**src/rtl/vga_sound_pkg.sv**
```systemverilog
// Shared IDs, FSM encoding, default tone constants and counter widths
// for the game sound arbiter.
package vga_sound_pkg;

  // Sound identifiers; the numeric value doubles as the priority.
  typedef enum logic [1:0] {
    SND_NONE   = 2'd0,
    SND_BOUNCE = 2'd1,
    SND_SCORE  = 2'd2,
    SND_MISS   = 2'd3
  } snd_id_t;

  typedef enum logic [1:0] {
    IDLE = 2'd0,
    TONE = 2'd1,
    GAP  = 2'd2
  } state_t;

  // Counter widths.
  localparam int HALF_W = 17;  // half-period counter, holds up to 113636
  localparam int PRE_W  = 16;  // 1 ms prescaler
  localparam int DUR_W  = 9;   // duration counter in ms

  // Board defaults for a 50 MHz clk_in.
  localparam int unsigned DEF_TICK_DIV    = 50000;
  localparam int unsigned DEF_BOUNCE_HALF = 28409;
  localparam int unsigned DEF_SCORE_HALF  = 14204;
  localparam int unsigned DEF_MISS1_HALF  = 56818;
  localparam int unsigned DEF_MISS2_HALF  = 113636;
  localparam int unsigned DEF_BOUNCE_MS   = 40;
  localparam int unsigned DEF_SCORE_MS    = 60;
  localparam int unsigned DEF_MISS1_MS    = 150;
  localparam int unsigned DEF_MISS2_MS    = 250;
  localparam int unsigned DEF_GAP_MS      = 10;

  // Pending bit layout: [0] bounce, [1] score, [2] miss.
  function automatic snd_id_t highest_pending(input logic [2:0] pend);
    snd_id_t id;
    if (pend[2])      id = SND_MISS;
    else if (pend[1]) id = SND_SCORE;
    else if (pend[0]) id = SND_BOUNCE;
    else              id = SND_NONE;
    return id;
  endfunction

  function automatic logic [2:0] id_mask(input snd_id_t id);
    logic [2:0] m;
    case (id)
      SND_BOUNCE: m = 3'b001;
      SND_SCORE:  m = 3'b010;
      SND_MISS:   m = 3'b100;
      default:    m = 3'b000;
    endcase
    return m;
  endfunction

endpackage

```
**src/rtl/sound_arbiter_tone_gen.sv**
```systemverilog
// Loadable half-period square-wave generator. A load restarts the wave low;
// the first toggle then follows exactly half_val enabled cycles later.
module tone_gen
  import vga_sound_pkg::*;
(
  input  logic              clk_in,
  input  logic              reset,
  input  logic              load,
  input  logic [HALF_W-1:0] half_val,
  input  logic              enable,
  input  logic              clr,
  output logic              sq
);

  logic [HALF_W-1:0] r_half_m1;
  logic [HALF_W-1:0] r_cnt;
  logic              r_sq;

  // Half-period down-counter: reload and toggle when it reaches zero.
  // NOTE: sequential state uses non-blocking assignments so every register samples pre-edge values.
  always_ff @(posedge clk_in or posedge reset) begin
    if (reset) begin
      r_half_m1 <= '0;
      r_cnt     <= '0;
      r_sq      <= 1'b0;
    end else if (clr) begin
      r_cnt <= '0;
      r_sq  <= 1'b0;
    end else if (load) begin
      // Counting HALF-1 down to 0 gives a toggle every HALF cycles.
      r_half_m1 <= half_val - HALF_W'(1);
      r_cnt     <= half_val - HALF_W'(1);
      r_sq      <= 1'b0;
    end else if (enable) begin
      if (r_cnt == '0) begin
        r_cnt <= r_half_m1;
        r_sq  <= ~r_sq;
      end else begin
        r_cnt <= r_cnt - HALF_W'(1);
      end
    end
  end

  assign sq = r_sq;

endmodule

```
**src/rtl/sound_arbiter.sv**
```systemverilog
// Shares the speaker pin among bounce, score and miss sounds with
// fixed-priority preemption, one-deep pending per requester and a
// silence gap after each completed sound.
module sound_arbiter
  import vga_sound_pkg::*;
#(
  parameter int unsigned TICK_DIV    = DEF_TICK_DIV,
  parameter int unsigned BOUNCE_HALF = DEF_BOUNCE_HALF,
  parameter int unsigned SCORE_HALF  = DEF_SCORE_HALF,
  parameter int unsigned MISS1_HALF  = DEF_MISS1_HALF,
  parameter int unsigned MISS2_HALF  = DEF_MISS2_HALF,
  parameter int unsigned BOUNCE_MS   = DEF_BOUNCE_MS,
  parameter int unsigned SCORE_MS    = DEF_SCORE_MS,
  parameter int unsigned MISS1_MS    = DEF_MISS1_MS,
  parameter int unsigned MISS2_MS    = DEF_MISS2_MS,
  parameter int unsigned GAP_MS      = DEF_GAP_MS
) (
  input  logic       clk_in,
  input  logic       reset,
  input  logic       req_bounce,
  input  logic       req_score,
  input  logic       req_miss,
  input  logic       mute,
  output logic       speaker,
  output logic       busy,
  output logic [1:0] active_id
);

  // Parameter range checks against the counter widths.
  if (TICK_DIV < 1 || TICK_DIV > (1 << PRE_W)) begin : g_bad_tick
    $error("TICK_DIV does not fit the prescaler");
  end
  if (BOUNCE_HALF < 1 || BOUNCE_HALF > (1 << HALF_W) ||
      SCORE_HALF  < 1 || SCORE_HALF  > (1 << HALF_W) ||
      MISS1_HALF  < 1 || MISS1_HALF  > (1 << HALF_W) ||
      MISS2_HALF  < 1 || MISS2_HALF  > (1 << HALF_W)) begin : g_bad_half
    $error("half-period parameter does not fit the half counter");
  end
  if (BOUNCE_MS < 1 || BOUNCE_MS >= (1 << DUR_W) ||
      SCORE_MS  < 1 || SCORE_MS  >= (1 << DUR_W) ||
      MISS1_MS  < 1 || MISS1_MS  >= (1 << DUR_W) ||
      MISS2_MS  < 1 || MISS2_MS  >= (1 << DUR_W) ||
      GAP_MS    < 1 || GAP_MS    >= (1 << DUR_W)) begin : g_bad_ms
    $error("duration parameter does not fit the duration counter");
  end

  localparam logic [HALF_W-1:0] BOUNCE_HALF_V = HALF_W'(BOUNCE_HALF);
  localparam logic [HALF_W-1:0] SCORE_HALF_V  = HALF_W'(SCORE_HALF);
  localparam logic [HALF_W-1:0] MISS1_HALF_V  = HALF_W'(MISS1_HALF);
  localparam logic [HALF_W-1:0] MISS2_HALF_V  = HALF_W'(MISS2_HALF);
  localparam logic [DUR_W-1:0]  BOUNCE_MS_V   = DUR_W'(BOUNCE_MS);
  localparam logic [DUR_W-1:0]  SCORE_MS_V    = DUR_W'(SCORE_MS);
  localparam logic [DUR_W-1:0]  MISS1_MS_V    = DUR_W'(MISS1_MS);
  localparam logic [DUR_W-1:0]  MISS2_MS_V    = DUR_W'(MISS2_MS);
  localparam logic [DUR_W-1:0]  GAP_MS_V      = DUR_W'(GAP_MS);
  localparam logic [PRE_W-1:0]  TICK_LAST     = PRE_W'(TICK_DIV - 1);

  logic [2:0]        w_req;
  logic [2:0]        w_rise;
  logic [2:0]        r_req_d;
  logic [2:0]        r_pend;
  logic [2:0]        w_pend_clr;
  state_t            r_state;
  state_t            w_state_nxt;
  snd_id_t           r_active;
  snd_id_t           w_active_nxt;
  snd_id_t           w_top;
  logic [DUR_W-1:0]  r_dur;
  logic [DUR_W-1:0]  w_dur_nxt;
  logic              r_note2;
  logic              w_note2_nxt;
  logic [PRE_W-1:0]  r_pre;
  logic              w_tick;
  logic              w_pre_clr;
  logic              w_start;
  logic [HALF_W-1:0] w_start_half;
  logic [DUR_W-1:0]  w_start_dur;
  logic              w_tone_load;
  logic              w_tone_clr;
  logic [HALF_W-1:0] w_tone_half;
  logic              w_spk;

  assign w_req  = {req_miss, req_score, req_bounce};
  assign w_rise = w_req & ~r_req_d;
  assign w_top  = highest_pending(r_pend);
  assign w_tick = (r_state != IDLE) && (r_pre == TICK_LAST);

  // Rising-edge detect on the request inputs.
  // NOTE: reset to 1 so a request already high at reset release is not seen as a new edge.
  always_ff @(posedge clk_in or posedge reset) begin
    if (reset) r_req_d <= 3'b111;
    else       r_req_d <= w_req;
  end

  // One-deep pending flags: set on a rise, cleared when that sound starts.
  always_ff @(posedge clk_in or posedge reset) begin
    if (reset) r_pend <= 3'b000;
    else       r_pend <= (r_pend & ~w_pend_clr) | w_rise;
  end

  // 1 ms prescaler; restarted whenever a sound starts, idle while IDLE.
  always_ff @(posedge clk_in or posedge reset) begin
    if (reset)                r_pre <= '0;
    else if (w_pre_clr)       r_pre <= '0;
    else if (r_state != IDLE) r_pre <= w_tick ? '0 : r_pre + PRE_W'(1);
  end

  // Start parameters for the highest pending sound.
  always_comb begin
    w_start_half = '0;
    w_start_dur  = '0;
    case (w_top)
      SND_BOUNCE: begin w_start_half = BOUNCE_HALF_V; w_start_dur = BOUNCE_MS_V; end
      SND_SCORE:  begin w_start_half = SCORE_HALF_V;  w_start_dur = SCORE_MS_V;  end
      SND_MISS:   begin w_start_half = MISS1_HALF_V;  w_start_dur = MISS1_MS_V;  end
      default:    ;
    endcase
  end

  // FSM next state, arbitration and tone-generator control.
  // NOTE: every signal driven here gets a default first so no latch is inferred.
  always_comb begin
    w_state_nxt  = r_state;
    w_active_nxt = r_active;
    w_dur_nxt    = r_dur;
    w_note2_nxt  = r_note2;
    w_start      = 1'b0;
    w_pre_clr    = 1'b0;
    w_tone_load  = 1'b0;
    w_tone_clr   = 1'b0;
    w_tone_half  = '0;
    w_pend_clr   = 3'b000;

    unique case (r_state)
      IDLE: begin
        if (w_top != SND_NONE) w_start = 1'b1;
      end
      TONE: begin
        if (w_top > r_active) begin
          // Strictly higher priority preempts; the current sound is dropped.
          w_start = 1'b1;
        end else if (w_tick && r_dur == DUR_W'(1)) begin
          if (r_active == SND_MISS && !r_note2) begin
            w_note2_nxt = 1'b1;
            w_dur_nxt   = MISS2_MS_V;
            w_tone_load = 1'b1;
            w_tone_half = MISS2_HALF_V;
          end else begin
            w_note2_nxt  = 1'b0;
            w_active_nxt = SND_NONE;
            w_dur_nxt    = GAP_MS_V;
            w_tone_clr   = 1'b1;
            w_state_nxt  = GAP;
          end
        end else if (w_tick) begin
          w_dur_nxt = r_dur - DUR_W'(1);
        end
      end
      GAP: begin
        // Pending sounds never shorten the gap.
        if (w_tick) begin
          if (r_dur == DUR_W'(1)) begin
            w_dur_nxt   = '0;
            w_state_nxt = IDLE;
          end else begin
            w_dur_nxt = r_dur - DUR_W'(1);
          end
        end
      end
      default: w_state_nxt = IDLE;
    endcase

    if (w_start) begin
      w_state_nxt  = TONE;
      w_active_nxt = w_top;
      w_dur_nxt    = w_start_dur;
      w_note2_nxt  = 1'b0;
      w_pre_clr    = 1'b1;
      w_tone_load  = 1'b1;
      w_tone_clr   = 1'b0;
      w_tone_half  = w_start_half;
      w_pend_clr   = id_mask(w_top);
    end
  end

  // FSM and sound-tracking registers.
  always_ff @(posedge clk_in or posedge reset) begin
    if (reset) begin
      r_state  <= IDLE;
      r_active <= SND_NONE;
      r_dur    <= '0;
      r_note2  <= 1'b0;
    end else begin
      r_state  <= w_state_nxt;
      r_active <= w_active_nxt;
      r_dur    <= w_dur_nxt;
      r_note2  <= w_note2_nxt;
    end
  end

  tone_gen u_tone_gen (
    .clk_in   (clk_in),
    .reset    (reset),
    .load     (w_tone_load),
    .half_val (w_tone_half),
    .enable   (r_state == TONE),
    .clr      (w_tone_clr),
    .sq       (w_spk)
  );

  assign speaker   = w_spk & ~mute;
  assign busy      = (r_state != IDLE) | (|r_pend);
  assign active_id = r_active;

endmodule

```
**config.mk**
```make
export PLATFORM = sky130hd
export DESIGN_NAME = sound_arbiter
export DESIGN_NICKNAME = d
export VERILOG_FILES = /design/src/rtl/vga_sound_pkg.sv /design/src/rtl/sound_arbiter_tone_gen.sv /design/src/rtl/sound_arbiter.sv
export SDC_FILE = /design/constraint.sdc
export NUM_CORES = 1
export LEC_CHECK = 0
export ABC_AREA = 1
export CAP_MARGIN = 20
export CORE_ASPECT_RATIO = 0.6
export CORE_MARGIN = 5
export CORE_UTILIZATION = 31
export CTS_CLUSTER_DIAMETER = 50
export DETAILED_ROUTE_END_ITERATION = 10
export GPL_ROUTABILITY_DRIVEN = 0
export SYNTH_ARGS = -nofsm -noshare
export SYNTH_HDL_FRONTEND = slang
export SYNTH_SLANG_ARGS = --single-unit
```
**constraint.sdc**
```tcl
create_clock -name clk_in -period 2.5 [get_ports clk_in]
set_input_delay 0.5 -clock clk_in [delete_from_list [all_inputs] [get_ports clk_in]]
set_output_delay 0.5 -clock clk_in [all_outputs]
set_load 0.005 [all_outputs]
```
==> reports/metrics.cfg <==
[run_status]
status = completed

[power]
ir_drop_uv = 683
p_leak_nw = 2.39
power.density_nw_per_um2 = 1600

[sta]
whs_ns = 0.474
fin_crit_ns = 2.37
setup_viol = 0
fin_tns_setup_ns = 0
rsz0062_at_grt = true
relSlewSlack_pct = 63.8
hold_viol = 0
finalClockSkew_ns = 0.00635
tightest_slew_ns = 0.539
final.setup.worst_slack_ns = 0.131
fmax_mhz = 422
post-route-period-util_pct = 94.7
finalMaxSlewViolations = 0

[critical_path]
worstReg2RegEnd = u_tone_gen.r_cnt[11]
r2r-start = r_pend[2]
required_ns = 2.72
max_stage_delay_ns = 0.39
critPathLaunchType = flop
endpoint_kind = flop
cp_max_fo = 11
crit_top_cell = nand2_1
crit_type = reg2reg
reg2regPathDepth = 14
path_cells = nor2_2 -> inv_1 -> ha_1 -> inv_1 -> o21bai_1 -> buf_4 -> a21oi_1 -> nand4_4 -> nand2_2 -> nor2_1 -> nand2_1 -> nand2_1 -> nand2_1 -> a21oi_1
slowest_stage = dfrtp_1
cp-startpoint = r_pend[2]
crit_arrival_ns = 2.59
r2r_setup_slack_ns = 0.13

[drt]
drtIter0Drc = 383
via_count = 3895
wirelength_mm = 11.2
vias_per_cell = 4.87
route.detailed.drc = 0
final_antenna_net_count = 0
drt_pre_antenna_iters = 5
wl_per_cell_um = 14.0

[placed_design]
place_area_um2 = 4710
dp_hpwl_mm = 8.33
dp_slack_ns = 0.0543
port_buffers = 9

[clocking]
htreeDepth = 3
cts_hold_buf = 0
cts-root-buf = clkbuf_16
clk_latency_ns = 0.34
clk_pin_slew_ns = 0.05
clockBufferDepth = 2
cts_tree = yes
cts_made_buffers = 9
cts.sinks = 70

[global_route]
antenna_found_initial = 0
grt_overflow_total = 0
grt_pass1_wl_mm = 18.5
grt_usage_pct = 14.2
grt_pass1_vias = 3583
grt_max_degree = 71

[logic_synthesis]
ys_types = 45
ys_seq_elements = 70
synth-edff-count = 0
avgSynthCellArea_um2 = 7.53
async_flop_share_pct = 100
yosys_warnings = 0
ys_seq_area_share_pct = 40.6
syn-cell-area_um2 = 4320
ys.flop_type = dfrtp_1
syn-instance-count = 574
syn_nets = 592

[cells_and_area]
areaGrowthSynthToFinish_pct = 17.4
diodes = 0
final_area_um2 = 5070
nFillCells = 1450
multi_input_area_um2 = 2240
fin_nets = 621
utilization_pct = 37.1
drive_above_1_share_pct = 14.8
seq_area_um2 = 1760

[floorplan]
die_x_um = 162
die_area_um2 = 16500
rows = 33
initial_core_util_pct = 31.6
core-area_um2 = 13700
ios = 10
die_h_um = 101

[min_path]
min-delay-start = u_tone_gen.r_half_m1[3]
hold_end = u_tone_gen.r_half_m1[3]
hold_path_depth = 2
hold_class = reg2reg

[job]
max-cap-violations = 0

critical path, delay by kind of cell (launching register included):
family	cells	cell delay, ns
simple gates	7	0.89
compound gates	3	0.42
flops	1	0.39
fa+ha+maj	1	0.28
buf+inv	3	0.27
final cells by class:
class / instances / share of cell area, %
clock buffers: 15 / 5.28
well taps: 192 / 4.73
repair buffers: 26 / 4.69
flip-flops and latches: 70 / 34.6
multi-input cells: 411 / 44.1
inverters: 85 / 6.49
clock inverters: 1 / 0.0986
synthesized netlist by cell type (3+ instances only):
master	count	area, um^2
nand2_1	113	424
nor2_1	78	293
inv_1	70	263
dfrtp_1	67	1680
nand3_1	35	175
a21oi_1	32	160
o21ai_0	28	140
xor2_1	19	166
nor3_1	13	65.1
ha_1	12	150
inv_2	12	45.0
o21ai_1	12	60.1
nand4_1	8	50.1
nand2_2	7	43.8
nand3_2	6	60.1
nand2_4	5	56.3
o21a_1	5	37.5
a31oi_1	4	25.0
nor2_2	4	25.0
o22ai_1	4	25.0
xnor2_1	4	35.0
a21oi_2	3	26.3
buf_6	3	33.8
dfstp_2	3	78.8
state kept, by name, indices dropped and copies added (netlist names):
signal / count
r_pend: 3
u_tone_gen.sq: 1
active_id: 2
r_state: 2
u_tone_gen.r_cnt: 17
r_dur: 9
r_req_d: 3
r_note2: 1
r_pre: 16
u_tone_gen.r_half_m1: 16
metal layers:
layer | GRT usage, % | wire, um | share of wire [%] | up-vias
li1 | - | - | - | 1913
met1 | 22.6 | 6100 | 55 | 1857
met2 | 18.3 | 4230 | 38 | 111
met3 | 3.86 | 693 | 6.2 | 14
met4 | 4.09 | 133 | 1.2 | 0
met5 | 0 | 0 | 0 | -
metrics by stage:
| stage | total power, mW | std cells |
|---|---|---|
| 4_1_cts | 7.72 | 797 |
| 3_5_place_dp | 6.48 | 781 |
| 2_1_floorplan | 5.34 | 574 |
| 5_1_grt | 8.82 | 800 |
| 6_report | 8.10 | 800 |
| 3_3_place_gp | 6.39 | 781 |
where the power goes:
group          switching (mW)  total, mW  internal (mW)
registers               0.302       1.91           1.61
logic                    3.22       5.01           1.78
clock network           0.458       1.18          0.725
worst max path at each step:
stage | endpoint | slack (ns) | depth (start not counted)
floorplan | u_tone_gen.r_half_m1[14] | 0.01 | 18
global placement | u_tone_gen.r_half_m1[14] | 0.08 | 14
detailed placement | u_tone_gen.r_half_m1[15] | 0.05 | 14
CTS | u_tone_gen.r_half_m1[15] | 0.04 | 14
global route | u_tone_gen.r_cnt[11] | -0.03 | 17
finish | u_tone_gen.r_cnt[11] | 0.13 | 14
cells in the final DEF, fill, tap and decap left out, types with 2 or more instances in the layout:
master and n:
nor2_1 75, ha_1 12, nand2_4 5, o21ai_0 28, nand3_1 35, nor2_2 5, nand2_2 10, clkbuf_16 9
o21ai_1 12, buf_4 15, inv_4 2, dfrtp_1 67, inv_1 67, dfstp_2 3, a31oi_1 4, o22ai_1 4
nand3_2 6, nand4_1 8, nand2_1 109, clkbuf_8 2, clkbuf_1 4, xor2_1 19, clkdlybuf4s50_1 9, inv_2 14
xnor2_1 4, o21a_1 5, nor3_2 2, a21oi_2 4, o211ai_1 2, nor3_1 13, nor2_4 4, nand3b_1 2
a21oi_1 31
logic make-up after synthesis:
group	synth area share [%]
AND/OR/NAND/NOR	29.7
flip-flops	40.6
adder cells (fa/ha/maj)	3.47
buffers and inverters	8.83
AO/OA/AOI/OAI	12.7
XOR/XNOR	4.66
repair_timing:
action	CTS	global route
setup endpoints to repair	0	29
gates resized for setup	0	20
setup buffers	0	3
hold endpoints to repair	0	0
Note: power is estimated with default switching activity, not from simulation.
==> RTL edit 1: new RTL, same flow settings <==
The package constant `PRE_W` goes from 16 to 17.
--- a/src/rtl/vga_sound_pkg.sv
+++ b/src/rtl/vga_sound_pkg.sv
@@ -19,5 +19,5 @@
   // Counter widths.
   localparam int HALF_W = 17;  // half-period counter, holds up to 113636
-  localparam int PRE_W  = 16;  // 1 ms prescaler
+  localparam int PRE_W  = 17;  // 1 ms prescaler
   localparam int DUR_W  = 9;   // duration counter in ms
 
Check against the original RTL: same outputs for any inputs over 10 cycles, from zero or initial values and one cycle with reset high; that may be too few to reach the edited logic, so the function may still have changed.
==> RTL edit 1 against the original RTL <==
Critical path depth is the same; via count grew 1.2%; non-clock buffer count grew 2; total power grew 1.3%; wire length grew 2.6%; die area grew 2.7%; cell area grew 3.6%; core utilization grew 0.78 points; worst hold slack gained 10 ps; clock power grew 3%; setup slack gained 19 ps; synthesized area grew 2.9%; sequential cell count grew 1; first-iteration DRC count grew 7.0%.
==> RTL edit 1: results (changes against the original RTL) <==
status = finished, final reports clean
most instantiated cells after synthesis = nand2_1, inv_1, dfrtp_1, nor2_1, nand3_1
detailed-route via count = 3942 (+1.2%)
worst r2r dst = u_tone_gen.r_cnt[11]$_DFFE_PP0P_
vias in the first global route = 3581 (-0.056%)
Crit Path Max Fanout = 8 (-3)
Peak VDD IR = 0.000648 V (-5.1%)
Worst Hold End = u_tone_gen.r_half_m1[12]$_DFFE_PP0P_
pre-CTS WS = 53.6 ps (-0.735 ps)
CTS Root Cell = clkbuf_16
arrival time worst endpoint = 2570 ps (-20 ps)
Slew headroom = 0.629 (-0.00858)
P_leak = 2.47 nW (+3.3%)
sequential fraction of the synthesis area = 0.400 (-0.00591)
pins over their slew limit = 0 (unchanged)
first-pass GRT wire length = 18600 µm (+0.82%)
Worst path max stage delay = 410 ps (+20 ps)
largest registers = r_pre x17, u_tone_gen.r_cnt x17, u_tone_gen.r_half_m1 x16
Unique masters post-synth = 51 (+13%)
Overflow after GRT = 0 (unchanged)
setup ws final = 150 ps (+19.2 ps)
Hold WS = 484 ps (+10.0 ps)
Final Routed Wirelength = 11500 µm (+2.6%)
final instance area = 5260 µm² (+3.6%)
DP Wirelength = 8590 µm (+3.1%)
Cells after DPL = 781 (unchanged)
Fillers = 1435 (-1.0%)
leading post-synthesis cells by cell area = dfrtp_1, nand2_1, inv_1
pin count of the biggest net entering global routing = 26 (-63%)
Syn Area/Cell = 7.75 µm² (+2.9%)
layout cells sized above 1 = 0.174 (+0.0257)
Initial DRC Count = 410 (+7.0%)
DP Area = 4870 µm² (+3.5%)
NetSw = 4.06 mW (+1.9%)
Synth Net Count = 592 (unchanged)
total CTS buffers = 9 (unchanged)
min-delay src = u_tone_gen.r_half_m1[12]$_DFFE_PP0P_
Synth Flop Type = dfrtp_1
Buffers on Ports = 9 (unchanged)
total track usage = 0.142 (+0.000356)
Avg WL per Cell = 14.3 µm (+2.4%)
skew final = 12.1 ps (+5.72 ps)
Nets = 623 (+0.32%)
-- RTL edit 1: cell types whose count changed after synthesis, moves of 5 or more --
| cell | unedited run | this run |
|---|---|---|
| a21oi_1 | 32 | 24 |
| nor2_1 | 78 | 68 |
| o21ai_0 | 28 | 34 |
| o21ai_1 | 12 | 7 |
-- RTL edit 1: repair_timing --
action,in CTS,in global routing
buffers inserted,0,4
endpoints found under the setup margin,0,41
gates resized for setup,0,16
hold endpoints to repair,0,0
-- RTL edit 1: layout make-up --
cell class | instances | share of cell area
clock buffers | 9 | 0.0428
well taps | 192 | 0.0457
repair buffers | 28 | 0.0509
inverters | 79 | 0.0573
multi-input cells | 416 | 0.454
flip-flops and latches | 71 | 0.339
clock inverters | 7 | 0.0109
-- RTL edit 1: logic make-up after synthesis --
family / count (synthesis) / share of synthesized area
AO/OA/AOI/OAI: 94 / 0.125
XOR/XNOR: 18 / 0.0371
flip-flops: 71 / 0.400
buffers and inverters: 88 / 0.0796
AND/OR/NAND/NOR: 290 / 0.322
multiplexers: 1 / 0.00253
adder cells (fa/ha/maj): 12 / 0.0338
-- RTL edit 1: worst min-delay path, cell delays in order (launching register included) --
cell     delay [ps]
dfrtp_1         340
nand2_1          50
nand2_1          60
-- RTL edit 1: power by group through the flow --
stage / Combinational, mW / Sequential [mW] / Clock [mW]
after global placement: 4.64 / 1.95 / 0
after CTS: 4.72 / 1.94 / 1.25
after global routing: 5.64 / 2.01 / 1.31
final: 5.03 / 1.96 / 1.22
after floorplan: 3.51 / 1.87 / 0
after detailed placement: 4.70 / 1.96 / 0
-- RTL edit 1: layer usage --
metal  vias up  part of all wire  GRT usage
met2       132              0.38      0.178
met5         -                 0          0
met1      1852              0.53      0.227
li1       1938                 -          -
met3        20             0.071     0.0364
met4         0             0.018     0.0524
==> RTL edit 2: new RTL, same settings <==
Made on the original files. Register the inputs `req_bounce`, `req_score`, `req_miss` and `mute` before use. The logic sees them one clock later.
--- a/src/rtl/sound_arbiter.sv
+++ b/src/rtl/sound_arbiter.sv
@@ -27,4 +27,16 @@
 );
 
+  logic req_bounce_q;
+  logic req_score_q;
+  logic req_miss_q;
+  logic mute_q;
+
+  always_ff @(posedge clk_in) begin
+    req_bounce_q <= req_bounce;
+    req_score_q  <= req_score;
+    req_miss_q   <= req_miss;
+    mute_q       <= mute;
+  end
+
   // Parameter range checks against the counter widths.
   if (TICK_DIV < 1 || TICK_DIV > (1 << PRE_W)) begin : g_bad_tick
@@ -81,5 +93,5 @@
   logic              w_spk;
 
-  assign w_req  = {req_miss, req_score, req_bounce};
+  assign w_req  = {req_miss_q, req_score_q, req_bounce_q};
   assign w_rise = w_req & ~r_req_d;
   assign w_top  = highest_pending(r_pend);
@@ -209,5 +221,5 @@
   );
 
-  assign speaker   = w_spk & ~mute;
+  assign speaker   = w_spk & ~mute_q;
   assign busy      = (r_state != IDLE) | (|r_pend);
   assign active_id = r_active;
Function: changed (Yosys sat finds a counterexample within 4 cycles, from zero or initial values and one cycle with reset high).
==> RTL edit 2 against the original RTL <==
Sequential cell count increased by 5; largest cell class unchanged; cell area rose by 5.0%; global-route usage down 0.053 points; first-iteration DRC count fell by 31%; setup slack worse by 15 ps; count of clock-buffer cells in the layout fell by 5; synthesized area grew 2.9%; wire length up 2.4%.
Power is not shown: default switching activity piles up to over one toggle a cycle in this logic, so the estimate is an artifact.
==> RTL edit 2: results (changes against the original RTL) <==
Worst Max-Slew Pin Slew = 516 ps (-23.8 ps)
initial antenna violation count = 0 (unchanged)
total track usage = 0.142 (-0.000528)
skew final = 9.36 ps (+3.02 ps)
largest registers = u_tone_gen.r_cnt x17, u_tone_gen.r_half_m1 x17, r_pre x16
DP Wirelength = 8390 µm (+0.77%)
Initial DRC Count = 265 (-31%)
pin count of the biggest net entering global routing = 72 (+1.4%)
arrival time worst endpoint = 2590 ps (about the same)
first-pass GRT wire length = 19000 µm (+3.0%)
Clock Latency Late Sink = 340 ps (about the same)
Unique masters post-synth = 46 (+2.2%)
detailed-route via count = 3917 (+0.56%)
Buffers on Ports = 9 (unchanged)
Crit Path Max Fanout = 10 (-1)
H-tree levels = 3 (unchanged)
status = finished, final reports clean
Fillers = 1449 (-0.069%)
Avg WL per Cell = 14.2 µm (+2.0%)
yosys warns = 0 (unchanged)
leading post-synthesis cells by cell area = dfrtp_1, nand2_1, inv_1
sequential fraction of the synthesis area = 0.418 (+0.0122)
Initial DRT Pass Iterations = 5 (unchanged)
Clk pin slew, worst setup/hold paths = 60 ps
Nets = 624 (+0.48%)
Hold Crit Class = flip-flop to flip-flop
pre-CTS WS = 103 ps (+48.4 ps)
CP delay by family, top = simple AND/OR/NAND/NOR gates
number of diodes = 0 (unchanged)
slowest CP cell = dfrtp_1
most instantiated cells after synthesis = nand2_1, inv_1, dfrtp_1
ys async rst share = 0.947 (-0.0533)
vias in the first global route = 3661 (+2.2%)
DP Area = 4910 µm² (+4.3%)
deepest clock path buffer count = 2 (unchanged)
CTS Root Cell = clkbuf_16
Synth Net Count = 583 (-1.5%)
Worst path max stage delay = 410 ps (+20 ps)
total CTS buffers = 9 (unchanged)
layout cells sized above 1 = 0.196 (+0.0484)
## RTL edit 2: cell count changes in the layout (fill, tap and decap cells not counted), sizes merged, moves of 4 or more
cell	before	now
clkbuf	15	10
a22oi	1	7
nor2	84	73
buf	17	28
a21oi	35	46
nand2	125	100
dfxtp	0	4
o21a	5	0
xor2	19	12
inv	84	98
## RTL edit 2: metrics by stage
stage | setup TNS, ps | instances | util
CTS | 0 | 793 | 0.375
global placement | 0 | 777 | 0.354
detailed placement | 0 | 777 | 0.354
floorplan | 0 | 565 | -
finish | 0 | 803 | 0.384
global route | -355 | 803 | 0.384
## RTL edit 2: cells by family (layout without fill, tap and decap cells)
group / count (synthesis) / count (layout) / synth area share
DFF: 75 / 75 / 0.418
xor gates and xnor gates: 16 / 16 / 0.0315
and+or+nand+nor: 245 / 245 / 0.276
adders and majority gates: 12 / 12 / 0.0338
buffers and inverters: 104 / 150 / 0.0940
AOI/OAI and AO/OA: 113 / 113 / 0.147
## RTL edit 2: final cells by class
| cell class | count | share of cell area |
|---|---|---|
| Tap cell | 192 | 0.0451 |
| Sequential cell | 75 | 0.349 |
| Timing Repair Buffer | 37 | 0.0658 |
| Clock buffer | 10 | 0.0449 |
| Clock inverter | 6 | 0.00892 |
| Multi-Input combinational cell | 386 | 0.418 |
| Inverter | 97 | 0.0686 |
## RTL edit 2: metal layers
layer  track usage  up-vias  wire length [µm]
met4        0.0364        0               125
met1         0.227     1862              6280
li1              -     1925                 -
met3        0.0336        9               647
met2         0.186      121              4380
met5             0        -                 0
## RTL edit 2: path summary, 6_finish.rpt
kind                                           start                                   to  slack [ps]  cells past startpoint
worst min-delay path            req_bounce_q$_DFF_P_                 r_req_d[0]$_DFF_PP1_         310                      0
worst max register to register   r_pend[2]$_DFF_PP0_  u_tone_gen.r_half_m1[5]$_DFFE_PP0P_         120                     13
min in group asynchronous                      reset      u_tone_gen.r_cnt[5]$_DFFE_PP0P_         560                      3
max in group asynchronous                      reset                 r_req_d[0]$_DFF_PP1_        1570                      3
worst max-delay path             r_pend[2]$_DFF_PP0_  u_tone_gen.r_half_m1[5]$_DFFE_PP0P_         120                     13
worst min register to register  req_bounce_q$_DFF_P_                 r_req_d[0]$_DFF_PP1_         310                      0
## RTL edit 2: worst reg2reg max path, delay by kind of cell, from the launching register on
family                   cells  cell delay, ps
adder cells (fa/ha/maj)      1             290
AND/OR/NAND/NOR              4             680
AO/OA/AOI/OAI                4             630
flip-flops                   1             410
buffers and inverters        4             240
## RTL edit 2: repair_timing
item / 4_1_cts / 5_1_grt
resized for setup: 0 / 16
setup endpoints to repair: 0 / 28
buffers inserted: 0 / 10
